==> src/rtl/corr_pkg.sv <==
// Shared constants for the correlation back-end: mode bit positions,
// default geometry and the accumulator width rule.
package corr_pkg;

  localparam int MODE_RND = 0;
  localparam int MODE_SAT = 1;

  localparam int DEF_DW    = 8;
  localparam int DEF_K     = 4;
  localparam int DEF_LANES = 4;
  localparam int DEF_SHIFT = 4;

  // A full window of maximum-value products never overflows this width.
  function automatic int acc_width(input int dw, input int k);
    return 2 * dw + $clog2(k * k);
  endfunction

endpackage

==> src/rtl/corr_scale_sat.sv <==
// Narrows one window sum to a lane value: optional round-half-up,
// right shift, then either saturate or wrap to DW bits.
module corr_scale_sat
  import corr_pkg::*;
#(
  parameter int ACC_W = 20,
  parameter int DW    = 8,
  parameter int SHIFT = 4
) (
  input  logic [ACC_W-1:0] i_sum,
  input  logic [1:0]       i_mode,
  output logic [DW-1:0]    o_result
);

  // One extra bit so the rounding add can never wrap.
  localparam logic [ACC_W:0] RND_TERM =
    (SHIFT > 0) ? ((ACC_W + 1)'(1) << ((SHIFT > 0) ? SHIFT - 1 : 0)) : '0;

  logic [ACC_W:0] w_sum;
  logic [ACC_W:0] w_shr;

  assign w_sum = {1'b0, i_sum} + (i_mode[MODE_RND] ? RND_TERM : '0);
  assign w_shr = w_sum >> SHIFT;

  always_comb begin
    o_result = w_shr[DW-1:0];
    if (i_mode[MODE_SAT] && (|w_shr[ACC_W:DW]))
      o_result = '1;
  end

endmodule

==> src/rtl/corr_window_mac.sv <==
// K*K-tap correlation MAC with a loadable coefficient file; packs LANES
// scaled window results per output word behind a ready/valid handshake.
module corr_window_mac
  import corr_pkg::*;
#(
  parameter int DW    = DEF_DW,
  parameter int K     = DEF_K,
  parameter int LANES = DEF_LANES,
  parameter int SHIFT = DEF_SHIFT,
  parameter int ACC_W = acc_width(DW, K)
) (
  input  logic                         clk,
  input  logic                         rst,
  input  logic                         coef_wr,
  input  logic [$clog2(K*K)-1:0]       coef_idx,
  input  logic [DW-1:0]                coef_data,
  input  logic [1:0]                   mode,
  input  logic                         px_valid,
  output logic                         px_ready,
  input  logic [DW-1:0]                px_data,
  input  logic                         px_last,
  output logic                         out_valid,
  input  logic                         out_ready,
  output logic [LANES*DW-1:0]          out_data,
  output logic [$clog2(LANES+1)-1:0]   out_lanes,
  output logic                         out_last,
  output logic                         busy
);

  localparam int TAPS = K * K;
  localparam int IW   = $clog2(TAPS);
  localparam int LW   = (LANES > 1) ? $clog2(LANES) : 1;
  localparam int OW   = $clog2(LANES + 1);

  localparam logic [IW-1:0] LAST_TAP  = IW'(TAPS - 1);
  localparam logic [LW-1:0] LAST_LANE = LW'(LANES - 1);

  logic [DW-1:0]       r_coef [TAPS];
  logic [IW-1:0]       r_idx;
  logic [ACC_W-1:0]    r_acc;
  logic [LW-1:0]       r_lane_idx;
  logic [DW-1:0]       r_lanes [LANES];
  logic                r_out_valid;
  logic [LANES*DW-1:0] r_out_data;
  logic [OW-1:0]       r_out_lanes;
  logic                r_out_last;

  logic                w_accept;
  logic                w_done;
  logic                w_emit;
  logic [ACC_W-1:0]    w_prod;
  logic [ACC_W-1:0]    w_sum;
  logic [DW-1:0]       w_result;
  logic [LANES*DW-1:0] w_word;

  assign px_ready = ~r_out_valid | out_ready;
  assign w_accept = px_valid & px_ready;
  assign w_done   = w_accept & (r_idx == LAST_TAP);
  assign w_emit   = w_done & ((r_lane_idx == LAST_LANE) | px_last);

  // Coefficient is read combinationally, so a same-cycle write is seen one tap later.
  assign w_prod = ACC_W'(px_data) * ACC_W'(r_coef[r_idx]);
  assign w_sum  = ((r_idx == '0) ? '0 : r_acc) + w_prod;

  corr_scale_sat #(
    .ACC_W (ACC_W),
    .DW    (DW),
    .SHIFT (SHIFT)
  ) u_scale (
    .i_sum    (w_sum),
    .i_mode   (mode),
    .o_result (w_result)
  );

  // Lane 0 sits in the top DW bits; lanes past the current one stay zero.
  always_comb begin
    w_word = '0;
    for (int l = 0; l < LANES; l++) begin
      if (LW'(l) < r_lane_idx)
        w_word[(LANES-1-l)*DW +: DW] = r_lanes[l];
      else if (LW'(l) == r_lane_idx)
        w_word[(LANES-1-l)*DW +: DW] = w_result;
    end
  end

  always_ff @(posedge clk or negedge rst) begin
    if (!rst) begin
      for (int t = 0; t < TAPS; t++) r_coef[t] <= '0;
    end else if (coef_wr) begin
      r_coef[coef_idx] <= coef_data;
    end
  end

  always_ff @(posedge clk or negedge rst) begin
    if (!rst) begin
      r_idx <= '0;
      r_acc <= '0;
    end else if (w_accept) begin
      r_idx <= w_done ? '0 : r_idx + IW'(1);
      r_acc <= w_sum;
    end
  end

  always_ff @(posedge clk or negedge rst) begin
    if (!rst) begin
      r_lane_idx <= '0;
      for (int l = 0; l < LANES; l++) r_lanes[l] <= '0;
    end else if (w_done) begin
      if (w_emit) begin
        r_lane_idx <= '0;
        for (int l = 0; l < LANES; l++) r_lanes[l] <= '0;
      end else begin
        r_lanes[r_lane_idx] <= w_result;
        r_lane_idx          <= r_lane_idx + LW'(1);
      end
    end
  end

  // A new word may replace the one being consumed on the same edge.
  always_ff @(posedge clk or negedge rst) begin
    if (!rst) begin
      r_out_valid <= 1'b0;
      r_out_data  <= '0;
      r_out_lanes <= '0;
      r_out_last  <= 1'b0;
    end else if (w_emit) begin
      r_out_valid <= 1'b1;
      r_out_data  <= w_word;
      r_out_lanes <= OW'(r_lane_idx) + OW'(1);
      r_out_last  <= px_last;
    end else if (out_ready) begin
      r_out_valid <= 1'b0;
    end
  end

  assign out_valid = r_out_valid;
  assign out_data  = r_out_data;
  assign out_lanes = r_out_lanes;
  assign out_last  = r_out_last;
  assign busy      = (r_idx != '0) | (r_lane_idx != '0) | r_out_valid;

endmodule

==> config.mk <==
export PLATFORM = sky130hd
export DESIGN_NAME = corr_window_mac
export DESIGN_NICKNAME = d
export VERILOG_FILES = /design/src/rtl/corr_pkg.sv /design/src/rtl/corr_scale_sat.sv /design/src/rtl/corr_window_mac.sv
export SDC_FILE = /design/constraint.sdc
export NUM_CORES = 1
export LEC_CHECK = 0
export CORE_MARGIN = 1
export CORE_UTILIZATION = 63
export CTS_BUF_LIST = sky130_fd_sc_hd__clkbuf_8
export DETAILED_ROUTE_END_ITERATION = 6
export PLACE_DENSITY = 0.88
export SYNTH_ARGS = -nofsm -noshare
export SYNTH_HDL_FRONTEND = slang
export SYNTH_SLANG_ARGS = --single-unit
==> constraint.sdc <==
create_clock -name clk -period 9.5 [get_ports clk]
set_input_delay 1.9 -clock clk [delete_from_list [all_inputs] [get_ports clk]]
set_output_delay 1.9 -clock clk [all_outputs]
set_load 0.1 [all_outputs]
==> qor.yml, run 1 <==
status: "complete, no violations"
synth_compound_area_share_pct: 8.90
synth-simple-area-share_pct: 11.8
vias: 8981
clk_pin_slew_ps: 60
cts_resized: 0
ant_nets: 0
dieArea_mm2: 0.0206
cts_sinks: 215
async_flop_share_pct: 100
synthAdderAreaFrac_pct: 12.7
dp_slack_ps: 822
path_class: "flip-flop to flip-flop"
synth-edff-count: 0
cp.required_ps: 9840
maxCapViolCount: 0
rsz0062_at_grt: "false"
routed_wl_um: 29700
port_buffers: 66
cts_root_buffer: "clkbuf_8"
synth_ff_type: "dfrtp_1"
fin_nets: 1282
postCtsSetupBuffers: 0
grt_pass1_wl_um: 48600
gr-total-overflow: 0
rows: 51
htree_levels: 2
core_area_mm2: 0.0195
syn2layout_area_growth_pct: 12.2
finalWorstSetupSlack_ps: 666
fin_area_mm2: 0.0142
io_pins: 67
syn_avg_cell_area_um2: 11.6
layout-drive-gt1-share_pct: 20.5
timing.final.max_slew_violations: 0
grt_max_degree: 135
grt_pass1_vias: 9168
min_path_type: "flip-flop to flip-flop"
netlist_instances: 1092
clk_latency_ps: 530
max-slew-margin-rel_pct: 22.2
start_kind: "flip-flop"
setup-violations-final: 0
drt_iter0_markers: 940
cp-end-kind: "flip-flop"
met1_usage_pct: 42.9
use_met3_pct: 4.67
busiest_layer: "met2"
firstDrtPassIters: 5
max_freq_ghz: 0.113
initial_core_util_pct: 64.6
synth_xor_area_share_pct: 1.11
clk_path_buf_depth: 3
worstPathArrival_ps: 9180
dpl.hpwl_um: 20200
syn_area_mm2: 0.0126
worstPathMaxFanout: 22
gp_congestion: 0.882
synth_nets: 1218
hold_viol: 0
die_width_um: 144
postPlaceCellArea_mm2: 0.0135
drc_errors: 0
whs_ps: 467
fin_crit_ps: 8830
use_met2_pct: 50.9
globalRouteTotalUtil_pct: 31.0
synth_top_family_by_area: "multiplexers"
wire_per_inst_um: 20.6
seq_area_frac_synth_pct: 42.6
n_antenna_cell: 0
tns_ps: 0
cts_tree: "yes"
yosysWarningCount: 0
synth.area.mux_share_pct: 18.7
vias_per_cell: 6.24
cts_hold_buf: 0
antenna_found_initial: 0
fin_crit_sh_pct: 93.0
ys_seq_elements: 215
synth.distinct_cells: 60
worstMarginPinSlew_ps: 1150
skew_ps: 26.1
die_h_um: 144
cts_buffers: 35
[routing by layer]
layer  up-vias  part of all wire [%]  wire length (µm)
li1       3941                     -                 -
met1      4579                    42             12400
met2       387                    49             14700
met3        74                   6.1              1820
met4         0                   2.6               778
met5         -                     0                 0
[worst paths after layout]
path                                 to  depth (start not counted)      from  slack [ps]
max                        out_data[12]                         21  r_idx[0]         670
min                            r_acc[9]                          2  r_acc[9]         470
max reg2reg                out_data[12]                         21  r_idx[0]         670
min reg2reg                    r_acc[9]                          2  r_acc[9]         470
max in group asynchronous      r_acc[7]                          2       rst        6250
min in group asynchronous    r_coef[45]                          1       rst        1530
[final cells by class]
class                           count  area, µm²
Timing Repair Buffer               73        717
Clock inverter                     13       71.3
Clock buffer                       43        592
Fill cell                        1260       5370
Tap cell                          265        332
Sequential cell                   215       5380
Multi-Input combinational cell    739       6720
Inverter                           92        345
[cells in the final DEF (no fill, tap or decap), types with 11 or more instances in the layout]
| master | netlist | final |
|---|---|---|
| inv_1 | 92 | 101 |
| clkbuf_8 | 0 | 44 |
| a21oi_1 | 24 | 24 |
| fa_1 | 50 | 50 |
| mux4_2 | 40 | 40 |
| mux2_2 | 128 | 128 |
| and3_1 | 28 | 28 |
| nand2_1 | 126 | 126 |
| and2_1 | 57 | 57 |
| ha_1 | 48 | 48 |
| clkdlybuf4s50_1 | 0 | 65 |
| xnor2_1 | 11 | 11 |
| a22o_1 | 16 | 16 |
| o21ai_0 | 49 | 49 |
| nand3b_1 | 11 | 11 |
| dfrtp_1 | 215 | 214 |
| nor2_1 | 29 | 29 |
[cells by family (layout without fill, tap and decap cells)]
kind of cell / count (synthesis) / after routing
flip-flops: 215 / 215
AO/OA/AOI/OAI: 158 / 158
multiplexers: 169 / 169
XOR/XNOR: 16 / 16
adder cells (fa/ha/maj): 98 / 98
AND/OR/NAND/NOR: 298 / 298
buffers and inverters: 138 / 221
[synth_stat cells, types with 10 or more instances]
library cell,instances,area share [%]
nand3b_1,11,0.65
nor2_1,29,0.86
a221o_1,10,0.79
a22o_1,16,1.1
a21oi_1,24,0.95
mux2_2,128,11
nand3_1,10,0.40
clkbuf_1,38,1.1
mux4_2,40,7.1
xnor2_1,11,0.76
and3_1,28,1.4
fa_1,50,7.9
and2_1,57,2.8
o21ai_0,49,1.9
ha_1,48,4.8
inv_1,92,2.7
dfrtp_1,215,43
nand2_1,126,3.7
[worst max-delay path: stages (launching register included)]
cell and delay, ps:
dfrtp_2 830, buf_4 350, mux4_2 540, mux4_2 600, and2_1 230, fa_1 540, inv_1 60, fa_1 490
inv_1 60, fa_1 530, inv_1 60, fa_1 530, inv_1 40, ha_1 400, o21a_1 190, nand2_1 60
o311ai_0 930, nand4_1 290, nor4_1 330, mux2_4 390, o32ai_1 870, o21ai_0 310
[per-stage QoR]
step	util [%]	instances
final	72.5	1440
after global routing	72.5	1440
after CTS	72.5	1440
after detailed placement	69.1	1384
after global placement	69.1	1384
after floorplan	-	1092
[registers in the layout (all words and copies together) (netlist names)]
| register | count |
|---|---|
| r_coef | 128 |
| out_data | 32 |
| r_lanes | 24 |
| r_acc | 20 |
| r_idx | 4 |
| out_lanes | 3 |
| r_lane_idx | 2 |
| out_last | 1 |
| out_valid | 1 |
Power of run 1 is left out: the tool's default activity adds up to more than one toggle a clock period on the data nets, which glitch-free logic cannot reach.
==> inputs of run 2 (changes only) <==
--- a/config.mk
+++ b/config.mk
@@ -7,2 +7,3 @@
 export LEC_CHECK = 0
+export CAP_MARGIN = 20
 export CORE_MARGIN = 1
==> constraint.sdc (replaced) <==
create_clock -name clk -period 9.5 [get_ports clk]
set_input_delay 2.85 -clock clk [delete_from_list [all_inputs] [get_ports clk]]
set_output_delay 2.85 -clock clk [all_outputs]
set_load 0.1 [all_outputs]
==> run 2 against run 1 <==
Effect of this change: utilization up 0.51 points; worst setup slack gained 280 ps; routed wire length decreased by 0.69%; hold slack improved by 4.6 ps; sequential cell count unchanged; count of clock-buffer cells in the layout is the same; critical path depth down 4; register-to-register slack gained 1000 ps; via count up 0.42%; first-iteration DRC count fell by 27%.
==> qor.yml, run 2 (synthesis gave the netlist of run 1 again) <==
cts_root_buffer: "clkbuf_8"
regArea_mm2: 0.00538
die_h_um: 144
hold_viol: 0
path_class: "input pin to flip-flop"
drt_iter0_markers: 688
rsz0062_at_grt: "false"
final_common_cell: "dfrtp_1"
cts_hold_buf: 0
r2r_slack_ps: 1680
max_freq_ghz: 0.117
tns_ps: 0
vias: 9019
gr-total-overflow: 0
grt_pass1_wl_um: 48600
initial_core_util_pct: 64.6
cts_tree: "yes"
whs_path_depth: 2
timing.rr.start: "r_idx[0]"
cts_buffers: 36
clk_pin_slew_ps: 60
ant_nets: 0
core_area_mm2: 0.0195
use_met2_pct: 49.9
vias_per_cell: 6.21
final_cell_mix: "dfrtp_1, mux2_2, nand2_1"
drc_errors: 0
final_util_pct: 73.0
rows: 51
busiest_layer: "met2"
regMostFlops: "r_coef"
min_path_type: "flip-flop to flip-flop"
critPathLaunch: "px_data[1]"
fin_crit_sh_pct: 90.0
dp.cells: 1388
endpoint: "out_data[18]"
postCtsSetupBuffers: 0
cp.required_ps: 9910
worstPathMaxFanout: 9
n_antenna_cell: 0
num-fill-cells: 1296
max-slew-margin-rel_pct: 32.5
clk_latency_ps: 540
worstMarginPinSlew_ps: 1010
setup-violations-final: 0
grt_pass1_vias: 9406
die_width_um: 144
layout-drive-gt1-share_pct: 20.9
globalRouteTotalUtil_pct: 30.8
min_from: "r_acc[0]"
grt_max_degree: 81
status: "complete, no violations"
dieArea_mm2: 0.0206
firstDrtPassIters: 5
port_buffers: 66
timing.final.max_slew_violations: 0
syn2layout_area_growth_pct: 13.0
worstPathArrival_ps: 8960
cts_resized: 0
antenna_found_initial: 1
dpl.hpwl_um: 20700
cp-end-kind: "flip-flop"
ff2ff_path_depth: 19
fin_crit_ps: 8550
fin_nets: 1288
maxCapViolCount: 0
cts_sinks: 215
use_met3_pct: 6.40
rr_endpoint: "out_data[18]"
clk_path_buf_depth: 3
io_pins: 67
start_kind: "input pin"
whs_ps: 472
htree_levels: 2
skew_ps: 16.3
largest_register_ffs: 128
gp_congestion: 0.899
met1_usage_pct: 41.6
routed_wl_um: 29500
stdcell_count: 1452
multi_input_area_mm2: 0.00672
wire_per_inst_um: 20.3
==> run 2: worst min-delay path by stage <==
stage / end / slack (ps)
after global routing: r_acc[4] / 500
final: r_acc[0] / 470
after CTS: r_lanes[30] / 470
after detailed placement: r_acc[0] / 460
after floorplan: r_acc[0] / 440
after global placement: r_acc[0] / 450
==> run 2: cell type report <==
cell class	count	area share, %
multi-input cells	739	47.1
flip-flops and latches	215	37.7
repair buffers	78	5.36
clock buffers	43	4.15
inverters	92	2.42
well taps	265	2.33
clock inverters	20	0.869
==> run 2: layer usage <==
layer	vias to the layer above	part of all wire, %	routed length [µm]
met4	2	2.8	819
li1	3966	-	-
met3	78	7.1	2100
met1	4596	42	12300
met5	-	0.031	9
met2	377	48	14200
==> run 2: worst max-delay path: stages <==
cell	delay (ps)
clkdlybuf4s50_1	550
and2_1	230
fa_1	520
fa_1	560
fa_1	560
inv_1	60
fa_1	540
inv_1	50
ha_1	420
inv_1	140
or3_1	360
o221ai_1	400
nand4_1	220
nor4_1	300
mux2_4	390
o32a_2	460
a221o_1	340
==> run 2: per-stage QoR <==
stage,cell area [µm²],worst slack [ps]
floorplan,12600,1290
finish,14300,950
global route,14300,765
CTS,14300,734
global placement,13500,420
detailed placement,13500,249
Power of run 2 is left out for the same reason.
==> inputs of run 3 (changes only) <==
MAX_ROUTING_LAYER = met4   (was default)
==> run 3 against run 2 <==
Effect of this change: hold slack worse by 0.75 ps; non-clock buffer count did not move; highest routed layer is now met4; register-to-register slack is essentially flat; sequential share of layout area barely moved; worst setup slack worse by 5.9 ps; count of clock-buffer cells in the layout did not move; first-iteration DRC count shrank 6.3%; sequential cell count stayed put; critical endpoint unchanged; via count down 0.39%.
==> qor.yml, run 3 (synthesis gave the netlist of run 1 again) <==
cts_root_buffer: "clkbuf_8"
die_h_um: 144
die_width_um: 144
dpl.hpwl_um: 20700
fin_crit_ps: 8560
tns_ps: 0
routed_wl_um: 29500
use_met2_pct: 49.9
wire_per_inst_um: 20.3
cp_common_cell: "fa_1"
rsz0062_at_grt: "false"
dieArea_mm2: 0.0206
worstPathMaxFanout: 11
clk_pin_slew_ps: 60
final_cell_mix: "dfrtp_1, mux2_2, nand2_1"
cts_sinks: 215
cts_buffers: 36
num-fill-cells: 1294
gp_congestion: 0.914
clk_latency_ps: 540
worstMarginPinSlew_ps: 1020
syn2layout_area_growth_pct: 13.0
drt_iter0_markers: 645
start_kind: "input pin"
cp.required_ps: 9900
final_common_cell: "dfrtp_1"
cp-end-kind: "flip-flop"
max-slew-margin-rel_pct: 31.9
grt_pass1_vias: 9411
fin_nets: 1288
io_pins: 67
cts_tree: "yes"
final_util_pct: 73.0
antenna_found_initial: 1
dp.cells: 1388
whs_ps: 471
layout-drive-gt1-share_pct: 20.9
worst_path_largest_cell_delay_ps: 560
status: "complete, no violations"
vias_per_cell: 6.18
clk_path_buf_depth: 3
htree_levels: 2
postCtsSetupBuffers: 0
timing.final.max_slew_violations: 0
use_met3_pct: 6.23
busiest_layer: "met2"
port_buffers: 66
hold_viol: 0
cts_hold_buf: 0
worstPathArrival_ps: 8960
firstDrtPassIters: 5
path_class: "input pin to flip-flop"
grt_pass1_wl_um: 48600
setup-violations-final: 0
cp_slowest_cell: "fa_1"
grt_max_degree: 81
gr-total-overflow: 0
core_area_mm2: 0.0195
drc_errors: 0
fin_crit_sh_pct: 90.1
path_cells: "clkdlybuf4s50_1 > and2_1 > fa_1 > fa_1 > fa_1 > inv_1 > fa_1 > inv_1 > ha_1 > a2111oi_2 > o21ai_1 > a31oi_2 > o221ai_2 > a221oi_2 > nand4_2 > o32a_2 > a221o_1"
vias: 8984
regMostFlops: "r_coef"
ant_nets: 0
met1_usage_pct: 41.7
globalRouteTotalUtil_pct: 31.8
initial_core_util_pct: 64.6
largest_register_ffs: 128
stdcell_count: 1453
cts_resized: 0
maxCapViolCount: 0
max_freq_ghz: 0.117
skew_ps: 18.8
rows: 51
min_path_type: "flip-flop to flip-flop"
-- run 3: cell count changes in the layout (fill, tap and decap cells not counted) --
cell     previous run  this run
diode_2             0         1
-- run 3: final timing paths --
check,startpoint,endpoint,slack [ps],cells past startpoint
setup / recovery,px_data[1],out_data[18],940,17
setup reg to reg,r_idx[0],out_data[18],1680,19
hold / removal,r_acc[0],r_acc[0],470,2
min in group asynchronous,rst,r_coef[31],2320,1
max in group asynchronous,rst,r_coef[113],5810,2
hold reg to reg,r_acc[0],r_acc[0],470,2
-- run 3: critical path, delay by kind of cell --
family	cells	cell delay (ps)
fa+ha+maj	5	2520
simple gates	2	530
buf+inv	3	650
compound gates	7	2410
-- run 3: area by class of cell --
cell class                 instances  area [µm²]  area share, %
clock buffer                      43         592           4.15
inverter                          92         345           2.42
tap                              265         332           2.33
antenna                            1        2.50         0.0175
multi-input combinational        739        6720           47.1
sequential                       215        5380           37.7
clock inverter                    20         124          0.869
timing repair buffer              78         764           5.36
-- run 3: layer usage --
metal / share of wire (%) / routed length, µm / vias up
met2: 48 / 14200 / 352
met4: 2.7 / 801 / 0
met3: 6.6 / 1940 / 73
met5: 0 / 0 / -
met1: 42 / 12600 / 4595
li1: - / - / 3964
-- run 3: per-stage QoR --
stage               setup slack [ps]  instance area [µm²]
global route                     763                14300
finish                           944                14300
detailed placement               249                13500
CTS                              734                14300
global placement                 420                13500
floorplan                       1290                12600
Power of run 3 is left out for the same reason.
